--- config.mk ---
export PLATFORM = sky130hd
export DESIGN_NAME = sop_abs_diff_pipe
export DESIGN_NICKNAME = d
export VERILOG_FILES = /design/src/rtl/sop_approx_pkg.sv /design/src/rtl/sop_abs_diff_core.sv /design/src/rtl/sop_abs_diff_pipe.sv
export SDC_FILE = /design/constraint.sdc
export NUM_CORES = 1
export LEC_CHECK = 0
export BUFFER_PORTS_ARGS = -buffer_cell sky130_fd_sc_hd__buf_2
export CAP_MARGIN = 25
export CORE_MARGIN = 4
export CORE_UTILIZATION = 48
export DETAILED_ROUTE_END_ITERATION = 12
export GPL_TIMING_DRIVEN = 0
export PLACE_DENSITY = 0.84
export REMOVE_ABC_BUFFERS = 1
export SLEW_MARGIN = 20
export SYNTH_ARGS = -nofsm -noshare
export SYNTH_HDL_FRONTEND = slang
export SYNTH_SLANG_ARGS = --single-unit
--- constraint.sdc ---
create_clock -name clk -period 1.7 [get_ports clk]
set_input_delay 0.17 -clock clk [delete_from_list [all_inputs] [get_ports clk]]
set_output_delay 0.17 -clock clk [all_outputs]
set_load 0.01 [all_outputs]
--- src/rtl/sop_approx_pkg.sv ---
// Shared types and helpers for the approximate absolute-difference datapath.
// MAX_W is the widest operand the pipeline supports. Payload fields are sized to
// it, and each instance keeps only its low WIDTH bits (WIDTH must be below MAX_W).
package sop_approx_pkg;

    localparam int MAX_W = 32;

    // Stage-1 payload: operands, precomputed borrow (a < b) and the mode bit.
    typedef struct packed {
        logic [MAX_W-1:0] a;
        logic [MAX_W-1:0] b;
        logic             borrow;
        logic             approx;
    } s1_payload_t;

    // Keep-mask: ones on bits [width-1:trunc], zeros on the truncated LSBs.
    function automatic logic [MAX_W-1:0] trunc_mask(input int width, input int trunc);
        logic [MAX_W-1:0] m;
        m = '0;
        for (int i = 0; i < MAX_W; i++) begin
            if (i >= trunc && i < width) m[i] = 1'b1;
        end
        return m;
    endfunction

    // Unsigned |a - b|.
    function automatic logic [MAX_W-1:0] abs_diff(input logic [MAX_W-1:0] a,
                                                  input logic [MAX_W-1:0] b);
        return (a < b) ? (b - a) : (a - b);
    endfunction

endpackage

--- src/rtl/sop_abs_diff_core.sv ---
// Combinational core of stage 2: the exact |a-b| is formed from the registered
// borrow. The approximate result clears the TRUNC LSBs when the beat asks for it.
module sop_abs_diff_core
    import sop_approx_pkg::*;
#(
    parameter int WIDTH = 4,
    parameter int TRUNC = 1
) (
    input  s1_payload_t      payload,
    output logic [WIDTH-1:0] exact,
    output logic [WIDTH-1:0] result
);

    localparam logic [MAX_W-1:0] KEEP_W = trunc_mask(WIDTH, TRUNC);
    localparam logic [WIDTH-1:0] KEEP   = KEEP_W[WIDTH-1:0];

    logic [MAX_W-1:0] diff_w;
    logic             unused_hi;

    // Subtract in the order the borrow selected so the result never wraps.
    always_comb begin
        diff_w = payload.borrow ? (payload.b - payload.a) : (payload.a - payload.b);
    end

    assign exact     = diff_w[WIDTH-1:0];
    assign unused_hi = ^diff_w[MAX_W-1:WIDTH];
    assign result    = payload.approx ? (exact & KEEP) : exact;

endmodule

--- src/rtl/sop_abs_diff_pipe.sv ---
// Two-stage pipelined approximate absolute-difference unit with valid/ready on
// both sides. Optional error monitor: define SOP_ABS_DIFF_ERR_MONITOR_EN to
// count approximate results whose error (exact - delivered) exceeds ET.
// Without the macro err_cnt/err_flag are tied to 0 and err_clr is ignored.
//
// Handshake: a beat moves on a port when valid && ready are both high at the
// rising edge. A producer holds valid and data until accepted. While out_valid
// is high and out_ready low, out_diff is held unchanged.
module sop_abs_diff_pipe
    import sop_approx_pkg::*;
#(
    parameter int WIDTH     = 4,
    parameter int TRUNC     = 1,
    parameter int ET        = 1,
    parameter int ERR_CNT_W = 16
) (
    input  logic                 clk,
    input  logic                 rst,
    input  logic                 in_valid,
    output logic                 in_ready,
    input  logic [WIDTH-1:0]     in_a,
    input  logic [WIDTH-1:0]     in_b,
    input  logic                 in_approx,
    output logic                 out_valid,
    input  logic                 out_ready,
    output logic [WIDTH-1:0]     out_diff,
    input  logic                 err_clr,
    output logic [ERR_CNT_W-1:0] err_cnt,
    output logic                 err_flag
);

    logic             ready_en;
    logic             s1_valid;
    s1_payload_t      s1;
    logic             s2_valid;
    logic [WIDTH-1:0] s2_diff;
    logic             s1_advance;
    logic             in_fire;
    logic             out_fire;
    logic [WIDTH-1:0] core_exact;
    logic [WIDTH-1:0] core_result;

    // S2 moves when empty or draining; S1 then advances into it.
    assign out_fire   = s2_valid && out_ready;
    assign s1_advance = !s2_valid || out_ready;
    assign in_ready   = ready_en && (!s1_valid || s1_advance);
    assign in_fire    = in_valid && in_ready;
    assign out_valid  = s2_valid;
    assign out_diff   = s2_diff;

    // Holds in_ready low through reset and opens it the cycle after release.
    always_ff @(posedge clk) begin
        if (rst) ready_en <= 1'b0;
        else     ready_en <= 1'b1;
    end

    // Stage 1: capture operands, borrow and mode on each accepted beat.
    always_ff @(posedge clk) begin
        if (rst) begin
            s1_valid <= 1'b0;
            s1       <= '0;
        end else begin
            if (!s1_valid || s1_advance) s1_valid <= in_fire;
            if (in_fire) begin
                s1 <= '{a:      MAX_W'(in_a),
                        b:      MAX_W'(in_b),
                        borrow: (in_a < in_b),
                        approx: in_approx};
            end
        end
    end

    sop_abs_diff_core #(
        .WIDTH (WIDTH),
        .TRUNC (TRUNC)
    ) u_core (
        .payload (s1),
        .exact   (core_exact),
        .result  (core_result)
    );

    // Stage 2: register the selected result; hold it while the consumer stalls.
    always_ff @(posedge clk) begin
        if (rst) begin
            s2_valid <= 1'b0;
            s2_diff  <= '0;
        end else if (s1_advance) begin
            s2_valid <= s1_valid;
            if (s1_valid) s2_diff <= core_result;
        end
    end

`ifdef SOP_ABS_DIFF_ERR_MONITOR_EN
    localparam logic [ERR_CNT_W-1:0] CNT_MAX = '1;
    localparam int unsigned          ET_U    = ET;

    logic [WIDTH-1:0] s2_err;
    logic             s2_approx;
    logic             flagged;

    // Error travels alongside the result so it is judged at delivery time.
    always_ff @(posedge clk) begin
        if (rst) begin
            s2_err    <= '0;
            s2_approx <= 1'b0;
        end else if (s1_advance && s1_valid) begin
            s2_err    <= core_exact - core_result;
            s2_approx <= s1.approx;
        end
    end

    assign flagged = out_fire && s2_approx && (32'(s2_err) > ET_U);

    // Saturating count and sticky flag; a clear beats a same-cycle event.
    always_ff @(posedge clk) begin
        if (rst || err_clr) begin
            err_cnt  <= '0;
            err_flag <= 1'b0;
        end else if (flagged) begin
            err_flag <= 1'b1;
            if (err_cnt != CNT_MAX) err_cnt <= err_cnt + 1'b1;
        end
    end
`else
    logic unused_mon;

    assign err_cnt    = '0;
    assign err_flag   = 1'b0;
    assign unused_mon = ^{err_clr, core_exact, out_fire};
`endif

endmodule

# After elaboration in Yosys (flattened, before gate mapping)
# Index checks and enable logic that the tools add are counted.
word_totals:
  regBits: 17
  latchBits: 0
  ramBits: 0
  mem_bits_ro: 0
  input_bits: 14
  output_inout_bits: 23
  word_cells: 21
  n_memories: 0
op_classes:
  n_addsub: 2
  n_mul: 0
  div_mod_pow: 0
  n_lt_le_gt_ge: 1
  eq_ne: 0
  shift: 0
  n_mux: 3
  bitwise_logic: 0
  n_reduce_logical: 7
op_table:
  columns: ["cell", "n"]
  rows:
  - ["4-bit subtractor", 2]
  - ["4-bit < comparator", 1]
  - ["4-bit 2-to-1 mux", 1]
  - ["1-bit logical AND", 2]
  - ["1-bit logical NOT", 2]
  - ["1-bit logical OR", 2]
  - ["1-bit 2-to-1 mux", 2]
  - ["2-bit AND reduction", 1]

# Logic depth before layout (Yosys ltp)
# Gate-level depths: netlist of the first run.
depth:
  depth_word: 5
  depth_mapped: 7
  depth_no_buf: 7

# Cells and area by module
# A second synthesis of the first run with hierarchy kept.
hier_totals:
  cells_unflattened: 129
  area_unflattened_um2: 1063.5
modules_own_cells:
  columns: ["mod", "n_inst", "cells_per_inst", "area_per_inst_um2", "seq_area_each_um2"]
  rows:
  - ["sop_abs_diff_pipe", 1, 98, 808.3, 340.3]
  - ["sop_abs_diff_core", 1, 31, 255.2, 0.0]

# Worst setup path after synthesis of the first run
# OpenSTA, ideal clock, no wires.
synth_timing:
  path_type: "register to register"
  start: "register s1[4] in the netlist's numbering"
  end: "register s2_diff[3] (netlist: out_diff[3])"
  setup_ns: 0.122
  arrival_ns: 1.426
  t_required_ns: 1.578
  slack_ns: 0.152
  stages_incl_launch_ff: 7
  n_path_buf: 0
  synth_period_minus_slack_ns: 1.548
  cell_sequence: "dfxtp_1 > inv_1 > ha_1 > a211oi_2 > o21ai_1 > and3_1 > o311a_1"
synth_via:
  elab_chain_len: 2
  word_cells_on_any_way: 3
  cone_classes: "add/sub (2); mux (1)"
synth_lines:
  columns: ["item", "line_no", "rtl"]
  rows:
  - ["start, declared", "sop_abs_diff_pipe.sv:34", "s1_payload_t s1;"]
  - ["start signal, assigned", "sop_abs_diff_pipe.sv:65", "s1 <= '{a: MAX_W'(in_a),"]
  - ["4-bit subtractor", "sop_abs_diff_core.sv:22", "diff_w = payload.borrow ? (payload.b - payload.a) : (payload.a - payload.b);"]
  - ["4-bit 2-to-1 mux (*)", "sop_abs_diff_core.sv:22", null]
  - ["end signal, assigned", "sop_abs_diff_pipe.sv:89", "if (s1_valid) s2_diff <= core_result;"]
  - ["end, declared", "sop_abs_diff_pipe.sv:36", "logic [WIDTH-1:0] s2_diff;"]
# Mark *: on every way between the ends. The rest lies on a longest branch, timed or not.
# A chain may end at the register's enable or synchronous reset.

# Worst setup path after layout of the first run
# Same ends and word-level chain as after synthesis.

==> results_tabular.tex, run 1 <==
\begin{tabular}{lr}
\hline
Metric & Value \\
\hline
\multicolumn{2}{l}{\textbf{Status}} \\
Status & complete, no violations \\
\multicolumn{2}{l}{\textbf{Timing}} \\
Largest clock skew in the final design & 2.11 ps \\
Maximum clock rate & 0.612 GHz \\
Time the worst path needs with I/O delays and setup & about 1600 ps \\
Total negative slack & 0 ps \\
Setup repair after global routing missed its margin & no \\
Number of hold violations in the final report & 0 \\
Share of the clock period used by the worst path & 96.1\% \\
Final setup violation count & 0 \\
Final max-slew violation count & 0 \\
\multicolumn{2}{l}{\textbf{Worst setup path}} \\
Ordered list of cells on the worst path & inv\_1, ha\_1, a211oi\_2, o21ai\_1, and3\_1, o311a\_1 \\
Worst reg2reg startpoint & s1[4] \\
Endpoint arrival time on the critical path & 1820 ps \\
Crit Reg-Reg Endpoint & out\_diff[3] \\
Critical path type & flip-flop to flip-flop \\
Startpoint Class & flip-flop \\
Slack of the worst reg-to-reg path & roughly 67 ps \\
Largest driver fanout on the critical path & 4 \\
R2r worst-path depth & 6 \\
Largest incremental delay on the critical path & approximately 360 ps \\
Buf/Inv on CP & 1 \\
Dominant delay contributor by cell family on the critical path & compound AO/OA/AOI/OAI gates \\
Slowest stage cell, crit path & sky130\_fd\_sc\_hd\_\_dfxtp\_2 \\
Worst endpoint required time & 1880 ps \\
Worst path depth & 6 \\
Type of destination of the critical path & flip-flop \\
\multicolumn{2}{l}{\textbf{Final layout}} \\
Total number of nets in the final design & 158 \\
Area of all placed cells without fillers & around 1100 um\^{}2 \\
Leading cell type in the layout, fill and taps excluded & sky130\_fd\_sc\_hd\_\_buf\_2 \\
Area delta synth->final & 7.38\% \\
Footprint of the multi-input gates & between 500 and 600 um\^{}2 \\
Filler instances & a little over 200 \\
Number of inserted diodes & 0 \\
Top library cells by usage in the layout, fill and taps aside & sky130\_fd\_sc\_hd\_\_buf\_2, sky130\_fd\_sc\_hd\_\_conb\_1, sky130\_fd\_sc\_hd\_\_dfxtp\_1 \\
Sequential Area & 343 um\^{}2 \\
Fraction of layout instances using a drive strength above 1 & about 20\% \\
\multicolumn{2}{l}{\textbf{Synth}} \\
Distinct cell type count of the synthesized netlist & 26 \\
Number of enable flip-flop cells after synthesis & 0 \\
Per-instance average area after synthesis & $\sim$9.1 um\^{}2 \\
Share of synthesized area occupied by flip-flops and latches & $\sim$33\% \\
Post-Synth XOR/XNOR Area & 1.69\% \\
Simple-gate share of the synthesized area & 11.0\% \\
Predominant post-synthesis flop cell & sky130\_fd\_sc\_hd\_\_dfxtp\_1 \\
Share of synthesized area spent on multiplexers & between 10\% and 20\% \\
Mapped cell area & between 1000 and 1500 um\^{}2 \\
Main combinational cell family by area after synthesis & buffers and inverters \\
Mapped Cells & about 110 \\
Total of warnings raised by yosys & 0 \\
Post-synthesis sequential element count & 17 \\
Async set-or-reset flop fraction in the synthesized netlist & 0\% \\
Area fraction in compound gates after synthesis & 8.83\% \\
Area share of fa/ha/maj cells after synthesis & 14.8\% \\
\multicolumn{2}{l}{\textbf{Global route}} \\
Pin count of the biggest net entering global routing & 17 \\
Remaining global-route overflow & 0 \\
Total routing resource utilization after global routing & a little over an eighth \\
Initial antenna violation count & 0 \\
Number of global-route vias before repair & roughly 650 \\
Wire length of the first global-routing pass & approximately 2.7 mm \\
\multicolumn{2}{l}{\textbf{Clock network}} \\
Max Buffers Root-to-Sink & 2 \\
Post CTS Setup Buffer Count & 0 \\
Worst-Skew Late Latency & $\sim$290 ps \\
Clock root cell & sky130\_fd\_sc\_hd\_\_clkbuf\_4 \\
Register clock-pin slew on the reported worst setup and hold paths & 90 ps \\
H-Tree Depth & 1 \\
Number of clock sinks seen by CTS & 17 \\
TritonCTS buffer count & 3 \\
CTS Hold Buffers Added & 0 \\
CTS tree & built \\
\multicolumn{2}{l}{\textbf{Hold path}} \\
Worst hold path depth & 3 \\
Hold path start & in\_approx \\
Hold path endpoint & s1[0] \\
Hold Crit Class & input pin to flip-flop \\
\multicolumn{2}{l}{\textbf{Route}} \\
Final Routed Wirelength & $\sim$1.7 mm \\
Number of violations reported at the end of detailed-routing iteration 0 & 14 \\
Average wire length per cell after detail routing & 10.9 um \\
Antenna violation net count after detailed routing & 0 \\
Number of search-and-repair iterations in the first detailed-routing pass & 4 \\
DRC violation count after routing & 0 \\
Via/cell ratio & between 4 and 5 \\
Vias & around 750 \\
\multicolumn{2}{l}{\textbf{Die}} \\
Number of top-level pins & 37 \\
Total Die Area & a little under 3000 um\^{}2 \\
Number of placement rows & 16 \\
Die X-Extent & about 54 um \\
Initial Util & between 50\% and 60\% \\
Die Height & 54.4 um \\
Core Box Area & $\sim$2000 um\^{}2 \\
\multicolumn{2}{l}{\textbf{Power}} \\
Static leakage power & between 0.0005 and 0.0006 uW \\
Final Power & $\sim$800 uW \\
Cell Pwr Density & a little over 700 nW/um\^{}2 \\
Worst voltage drop across the vdd grid & around 0.46 mV \\
\multicolumn{2}{l}{\textbf{Placement}} \\
Placed wire-length estimate after detailed placement & approximately 1.4 mm \\
Area after detailed placement & $\sim$1100 um\^{}2 \\
Port Buffers & 18 \\
Global placement routability congestion & a little under 0.8 \\
\multicolumn{2}{l}{\textbf{Flow run}} \\
Max cap viols & 0 \\
\hline
\end{tabular}
==> metrics by stage <==
stage | setup slack (ps) | instances | utilization [%] | hold WS, ps
floorplan | 152 | 110 | - | 239
global placement | 85.0 | 155 | 53.6 | 402
detailed placement | 44.0 | 155 | 53.6 | 418
CTS | 17.4 | 159 | 54.9 | 118
global route | 1.92 | 159 | 55.5 | 131
finish | 66.8 | 159 | 55.5 | 111
==> worst max-delay path by stage <==
stage	start	slack, ps	end
after floorplan	s1[4]	150	out_diff[3]
after global placement	s1[4]	90	out_diff[3]
after detailed placement	s1[4]	40	out_diff[3]
after CTS	s1[4]	20	out_diff[3]
after global routing	s1[4]	2	out_diff[3]
final	s1[4]	70	out_diff[3]
==> state kept, by name, indices dropped and copies added, names as in the netlist <==
| register | cells |
|---|---|
| out_diff | 4 |
| out_valid | 1 |
| ready_en | 1 |
| s1 | 10 |
| s1_valid | 1 |
==> worst min-delay path, delay by kind of cell <==
| kind | cells | cell delay, ps |
|---|---|---|
| and+or+nand+nor | 1 | 70 |
| buffers and inverters | 1 | 70 |
| muxes | 1 | 50 |
==> power breakdown <==
part / internal, uW / total (uW) / leakage [uW] / switching [uW]
sequential: 418 / 434 / 0.000140 / 16.2
combinational: 63.4 / 152 / 0.000420 / 88.4
clock: 91.3 / 213 / 0.0000150 / 122
total: 573 / 799 / 0.000575 / 227
==> routing by layer <==
layer | global-route usage [%] | up-vias | wire length (um)
li1 | - | 373 | -
met1 | 15.4 | 341 | 712
met2 | 21.1 | 26 | 860
met3 | 3.27 | 5 | 113
met4 | 7.88 | 0 | 40
met5 | 0 | - | 0
==> cells in the mapped netlist (2+ instances only) <==
| cell | number | area share [%] |
|---|---|---|
| sky130_fd_sc_hd__buf_4 | 17 | 12 |
| sky130_fd_sc_hd__dfxtp_1 | 17 | 33 |
| sky130_fd_sc_hd__inv_1 | 13 | 4.7 |
| sky130_fd_sc_hd__mux2i_1 | 12 | 12 |
| sky130_fd_sc_hd__nor2_1 | 12 | 4.4 |
| sky130_fd_sc_hd__ha_1 | 9 | 11 |
| sky130_fd_sc_hd__a21oi_1 | 6 | 2.9 |
| sky130_fd_sc_hd__nand2_1 | 4 | 1.5 |
| sky130_fd_sc_hd__clkbuf_1 | 2 | 0.73 |
| sky130_fd_sc_hd__fa_1 | 2 | 3.9 |
| sky130_fd_sc_hd__nand2b_1 | 2 | 1.2 |
| sky130_fd_sc_hd__nand3_1 | 2 | 0.97 |
| sky130_fd_sc_hd__o21ai_0 | 2 | 0.97 |
| sky130_fd_sc_hd__xor2_1 | 2 | 1.7 |
==> cell families (layout without fill, tap and decap cells) <==
logic type	Yosys count	after routing
other cells	1	17
buf+inv	33	35
mux	12	12
compound gates	13	13
fa+ha+maj	11	11
simple gates	25	25
xor+xnor	2	2
flops	17	17
==> cell type report <==
type | count | share of cell area (%)
Tap cell | 27 | 3.04
Inverter | 13 | 4.39
Timing Repair Buffer | 18 | 8.11
Sequential cell | 17 | 30.9
Clock buffer | 4 | 2.36
Multi-Input combinational cell | 80 | 51.2
==> repair_timing <==
| action | in CTS | in global routing |
|---|---|---|
| setup endpoints to repair | 0 | 4 |
| endpoints found under the hold margin | 0 | 0 |
| gates resized for setup | 0 | 4 |
(Power assumes the default switching activity.)
==> inputs of run 2 (changes only) <==
- CORE_MARGIN: 4 -> 1
==> results_tabular.tex, run 2 (same netlist as run 1, synthesis figures left out) <==
\begin{tabular}{lr}
\hline
Metric & Value \\
\hline
\multicolumn{2}{l}{\textbf{Clock network}} \\
Number of clock sinks seen by CTS & 17 \\
Post-CTS Resized & 0 \\
Register clock-pin slew on the reported worst setup and hold paths & 100 ps \\
CTS Hold Buffers Added & 0 \\
TritonCTS buffer count & 3 \\
H-Tree Depth & 1 \\
Max Buffers Root-to-Sink & 2 \\
Clock root cell & sky130\_fd\_sc\_hd\_\_clkbuf\_4 \\
Worst-Skew Late Latency & between 200 and 300 ps \\
Post CTS Setup Buffer Count & 0 \\
CTS tree & built \\
\multicolumn{2}{l}{\textbf{Global route}} \\
Total routing resource utilization after global routing & between 10\% and 20\% \\
Number of global-route vias before repair & $\sim$700 \\
Remaining global-route overflow & 0 \\
Pin count of the biggest net entering global routing & 17 \\
Initial antenna violation count & 0 \\
Wire length of the first global-routing pass & 2.75 mm \\
\multicolumn{2}{l}{\textbf{Route}} \\
Number of violations reported at the end of detailed-routing iteration 0 & 6 \\
Number of search-and-repair iterations in the first detailed-routing pass & 4 \\
WL met3 & about 84 um \\
Uppermost metal layer occupied by signal nets & met4 \\
DRC violation count after routing & 0 \\
Via/cell ratio & 4.66 \\
Final Routed Wirelength & about 1.6 mm \\
Amount of wire on met2 after detailed routing & 816 um \\
Average wire length per cell after detail routing & 10.1 um \\
Length of routed wiring on met1 & roughly 670 um \\
Antenna violation net count after detailed routing & 0 \\
Vias & around 740 \\
\multicolumn{2}{l}{\textbf{Final layout}} \\
Area delta synth->final & 8.10\% \\
Number of inserted diodes & 0 \\
Leading cell type in the layout, fill and taps excluded & sky130\_fd\_sc\_hd\_\_buf\_2 \\
Largest reg by FF count & s1 \\
Largest register FFs & 10 \\
Fraction of layout instances using a drive strength above 1 & 20.5\% \\
Filler instances & $\sim$210 \\
Top library cells by usage in the layout, fill and taps aside & sky130\_fd\_sc\_hd\_\_buf\_2, sky130\_fd\_sc\_hd\_\_conb\_1, sky130\_fd\_sc\_hd\_\_dfxtp\_1 \\
Filler-free cell count of the finished design & between 150 and 200 \\
Total number of nets in the final design & around 160 \\
\multicolumn{2}{l}{\textbf{Worst setup path}} \\
Endpoint arrival time on the critical path & $\sim$1800 ps \\
Type of destination of the critical path & flip-flop \\
Largest driver fanout on the critical path & 4 \\
Worst endpoint required time & roughly 1900 ps \\
Startpoint Class & flip-flop \\
Worst reg2reg startpoint & s1[3] \\
R2r worst-path depth & 6 \\
Slack of the worst reg-to-reg path & around 90 ps \\
Crit Reg-Reg Endpoint & out\_diff[3] \\
Critical path type & flip-flop to flip-flop \\
\multicolumn{2}{l}{\textbf{Power}} \\
Final Power & roughly 800 uW \\
Worst voltage drop across the vdd grid & around 0.65 mV \\
Cell Pwr Density & roughly 710 nW/um\^{}2 \\
Comb power frac & between 10\% and 20\% \\
Power Internal & between 500 and 600 uW \\
Switch Pwr & 228 uW \\
Fraction of power consumed by sequential logic & approximately 54\% \\
Switching portion of total power & approximately 28\% \\
Clock network power share & a little over a quarter \\
Static leakage power & between 0.0005 and 0.0006 uW \\
\multicolumn{2}{l}{\textbf{Timing}} \\
Total negative slack & 0 ps \\
Crit path setup slack, layout & 92.0 ps \\
Time the worst path needs with I/O delays and setup & between 1500 and 2000 ps \\
Largest clock skew in the final design & roughly 4.8 ps \\
Share of the clock period used by the worst path & about 95\% \\
Final max-slew violation count & 0 \\
Final setup violation count & 0 \\
Hold slack & 111 ps \\
Number of hold violations in the final report & 0 \\
Maximum clock rate & between 0.6 and 0.7 GHz \\
\multicolumn{2}{l}{\textbf{Flow run}} \\
Max cap viols & 0 \\
\multicolumn{2}{l}{\textbf{Status}} \\
Status & complete, no violations \\
\multicolumn{2}{l}{\textbf{Die}} \\
Initial Util & approximately half \\
Die Height & 48.4 um \\
Core Box Area & around 2000 um\^{}2 \\
Number of top-level pins & 37 \\
Die X-Extent & about 48 um \\
Number of placement rows & 16 \\
Total Die Area & roughly 2300 um\^{}2 \\
\multicolumn{2}{l}{\textbf{Placement}} \\
Placed wire-length estimate after detailed placement & about 1.3 mm \\
Place WS & roughly 61 ps \\
Number of instances in the placed design & 155 \\
Global placement routability congestion & a little over 0.7 \\
Port Buffers & 18 \\
\multicolumn{2}{l}{\textbf{Hold path}} \\
Worst hold path depth & 3 \\
Hold path endpoint & s1[0] \\
Hold Crit Class & input pin to flip-flop \\
Hold path start & in\_approx \\
\hline
\end{tabular}
-- run 2: final cells by class --
cell class | count | area, um^2 | area share, %
Timing Repair Buffer | 18 | 90.1 | 8.05
Inverter | 13 | 48.8 | 4.36
Multi-Input combinational cell | 80 | 577 | 51.6
Clock buffer | 3 | 22.5 | 2.01
Clock inverter | 1 | 5.00 | 0.447
Sequential cell | 17 | 342 | 30.5
Tap cell | 27 | 33.8 | 3.02
-- run 2: power by group through the flow --
stage,sequential (uW),clock [uW],combinational (uW)
floorplan,442,0,103
detailed placement,443,0,151
global placement,442,0,144
CTS,434,224,152
finish,434,211,154
global route,438,237,175
-- run 2: metal layers --
layer,vias up,track usage [%]
met5,-,0
met4,0,5.88
met3,4,3.14
met2,30,27.7
met1,335,16.6
li1,372,-
-- run 2: metrics by stage --
step                cell area [um^2]  utilization [%]
floorplan                        948                -
global placement                1070             53.6
detailed placement              1070             53.6
CTS                             1100             54.9
global route                    1120             55.9
finish                          1120             55.9
-- run 2: worst max-delay path by stage --
stage / endpoint / depth (start not counted) / from / slack [ps]
after global routing: out_diff[3] / 6 / s1[3] / -7
after detailed placement: out_diff[3] / 6 / s1[4] / 60
after floorplan: out_diff[3] / 6 / s1[4] / 150
after CTS: out_diff[3] / 6 / s1[4] / 40
final: out_diff[3] / 6 / s1[3] / 90
after global placement: out_diff[3] / 6 / s1[4] / 90
-- run 2: critical path: stages (launching register included) --
cell	delay, ps
sky130_fd_sc_hd__dfxtp_1	430
sky130_fd_sc_hd__inv_1	110
sky130_fd_sc_hd__ha_1	300
sky130_fd_sc_hd__nand2_1	100
sky130_fd_sc_hd__o2111ai_2	110
sky130_fd_sc_hd__and3_1	170
sky130_fd_sc_hd__o311a_1	270
==> inputs of run 3 (changes only) <==
- RECOVER_POWER: unset -> 100
==> results_tabular.tex, run 3 (same netlist as run 1, synthesis figures left out) <==
\begin{tabular}{lr}
\hline
Metric & Value \\
\hline
\multicolumn{2}{l}{\textbf{Die}} \\
Core Box Area & approximately 2000 um\^{}2 \\
Die Height & between 40 and 50 um \\
Initial Util & about half \\
Die X-Extent & approximately 48 um \\
Number of top-level pins & 37 \\
Total Die Area & between 2000 and 2500 um\^{}2 \\
Number of placement rows & 16 \\
\multicolumn{2}{l}{\textbf{Worst setup path}} \\
Largest incremental delay on the critical path & between 400 and 500 ps \\
Endpoint arrival time on the critical path & roughly 1800 ps \\
Critical path type & flip-flop to flip-flop \\
Startpoint Class & flip-flop \\
Worst endpoint required time & roughly 1900 ps \\
Ordered list of cells on the worst path & inv\_1, ha\_1, nand2\_1, o2111ai\_2, and3\_1, o311a\_1 \\
Slowest stage cell, crit path & sky130\_fd\_sc\_hd\_\_dfxtp\_1 \\
Type of destination of the critical path & flip-flop \\
Largest driver fanout on the critical path & 4 \\
\multicolumn{2}{l}{\textbf{Final layout}} \\
Fraction of layout instances using a drive strength above 1 & roughly 16\% \\
Leading cell type in the layout, fill and taps excluded & sky130\_fd\_sc\_hd\_\_conb\_1 \\
Total number of nets in the final design & between 150 and 200 \\
Area of all placed cells without fillers & between 1000 and 1500 um\^{}2 \\
Largest reg by FF count & s1 \\
Largest register FFs & 10 \\
Filler instances & 209 \\
Footprint of the multi-input gates & between 500 and 600 um\^{}2 \\
Sequential Area & about 340 um\^{}2 \\
Area delta synth->final & 7.38\% \\
Number of inserted diodes & 0 \\
Top library cells by usage in the layout, fill and taps aside & sky130\_fd\_sc\_hd\_\_conb\_1, sky130\_fd\_sc\_hd\_\_dfxtp\_1, sky130\_fd\_sc\_hd\_\_inv\_1 \\
\multicolumn{2}{l}{\textbf{Timing}} \\
Worst Max-Slew Pin Slew & about 700 ps \\
Share of the clock period used by the worst path & about 95\% \\
Hold slack & 111 ps \\
Number of hold violations in the final report & 0 \\
Tightest slew margin relative to the limit & between 50 and 60\% \\
Time the worst path needs with I/O delays and setup & 1610 ps \\
Maximum clock rate & approximately 0.62 GHz \\
Final setup violation count & 0 \\
Final max-slew violation count & 0 \\
Largest clock skew in the final design & 5.19 ps \\
\multicolumn{2}{l}{\textbf{Global route}} \\
Wire length of the first global-routing pass & around 2.8 mm \\
Pin count of the biggest net entering global routing & 17 \\
Initial antenna violation count & 0 \\
Number of global-route vias before repair & 698 \\
Remaining global-route overflow & 0 \\
Total routing resource utilization after global routing & 15.0\% \\
\multicolumn{2}{l}{\textbf{Clock network}} \\
Clock root cell & sky130\_fd\_sc\_hd\_\_clkbuf\_4 \\
Post CTS Setup Buffer Count & 0 \\
CTS tree & built \\
TritonCTS buffer count & 3 \\
Post-CTS Resized & 0 \\
CTS Hold Buffers Added & 0 \\
Register clock-pin slew on the reported worst setup and hold paths & about 100 ps \\
Max Buffers Root-to-Sink & 2 \\
Number of clock sinks seen by CTS & 17 \\
H-Tree Depth & 1 \\
Worst-Skew Late Latency & just under 300 ps \\
\multicolumn{2}{l}{\textbf{Placement}} \\
Global placement routability congestion & 0.715 \\
Area after detailed placement & $\sim$1100 um\^{}2 \\
Port Buffers & 18 \\
Placed wire-length estimate after detailed placement & 1.29 mm \\
\multicolumn{2}{l}{\textbf{Power}} \\
Switching portion of total power & 28.6\% \\
Switch Pwr & about 230 uW \\
Comb power frac & a little under a fifth \\
Power Internal & $\sim$570 uW \\
Clock network power share & between 20\% and 30\% \\
Cell Pwr Density & $\sim$720 nW/um\^{}2 \\
Static leakage power & approximately 0.00055 uW \\
Worst voltage drop across the vdd grid & 0.646 mV \\
Fraction of power consumed by sequential logic & a little over half \\
\multicolumn{2}{l}{\textbf{Hold path}} \\
Hold Crit Class & input pin to flip-flop \\
\multicolumn{2}{l}{\textbf{Status}} \\
Status & complete, no violations \\
\multicolumn{2}{l}{\textbf{Route}} \\
Number of violations reported at the end of detailed-routing iteration 0 & 7 \\
Antenna violation net count after detailed routing & 0 \\
Average wire length per cell after detail routing & approximately 10 um \\
Via/cell ratio & roughly 4.7 \\
DRC violation count after routing & 0 \\
Number of search-and-repair iterations in the first detailed-routing pass & 4 \\
Vias & around 740 \\
Final Routed Wirelength & 1.62 mm \\
\multicolumn{2}{l}{\textbf{Flow run}} \\
Max cap viols & 0 \\
\hline
\end{tabular}
run 3: cell types whose count changed in the layout (fill, tap and decap cells not counted), sizes merged:
cell and change:
buf -6, clkbuf +6
run 3: cell type report:
class	instances	area share [%]
multi-input combinational	80	51.9
sequential	17	30.7
timing repair buffer	18	7.43
inverter	13	4.39
tap	27	3.04
clock buffer	3	2.03
clock inverter	1	0.450
run 3: path summary, 6_finish.rpt:
kind            endpoint  slack [ps]  cells past startpoint         from
max          out_diff[3]          90                      6        s1[3]
max reg2reg  out_diff[3]          90                      6        s1[3]
min                s1[0]         110                      3    in_approx
min reg2reg  out_diff[0]         480                      2  out_diff[0]
run 3: through the flow:
stage	setup WS (ps)	cells	utilization, %	total power, uW	TNS, ps
floorplan	152	110	-	545	0
global placement	88.1	155	53.6	586	0
detailed placement	60.6	155	53.6	594	0
CTS	36.8	159	54.9	810	0
global route	-6.61	159	55.5	848	-6.61
finish	86.6	159	55.5	798	0
run 3: critical path, delay by kind of cell, from the launching register on:
kind | cells | cell delay [ps]
adders and majority gates | 1 | 300
DFF | 1 | 430
and+or+nand+nor | 2 | 270
buffers and inverters | 1 | 110
AOI/OAI and AO/OA | 2 | 380
run 3: layer usage:
metal	up-vias	part of all wire (%)	global-route usage (%)
met4	0	1.7	5.88
met5	-	0	0
li1	374	-	-
met1	338	44	16.6
met2	25	50	27.7
met3	4	4.1	3.14
run 3: power by group through the flow:
stage	Clock, uW	Combinational, uW	Sequential [uW]
detailed placement	0	151	443
global route	237	174	438
CTS	224	152	434
global placement	0	144	442
floorplan	0	103	442
finish	211	152	435
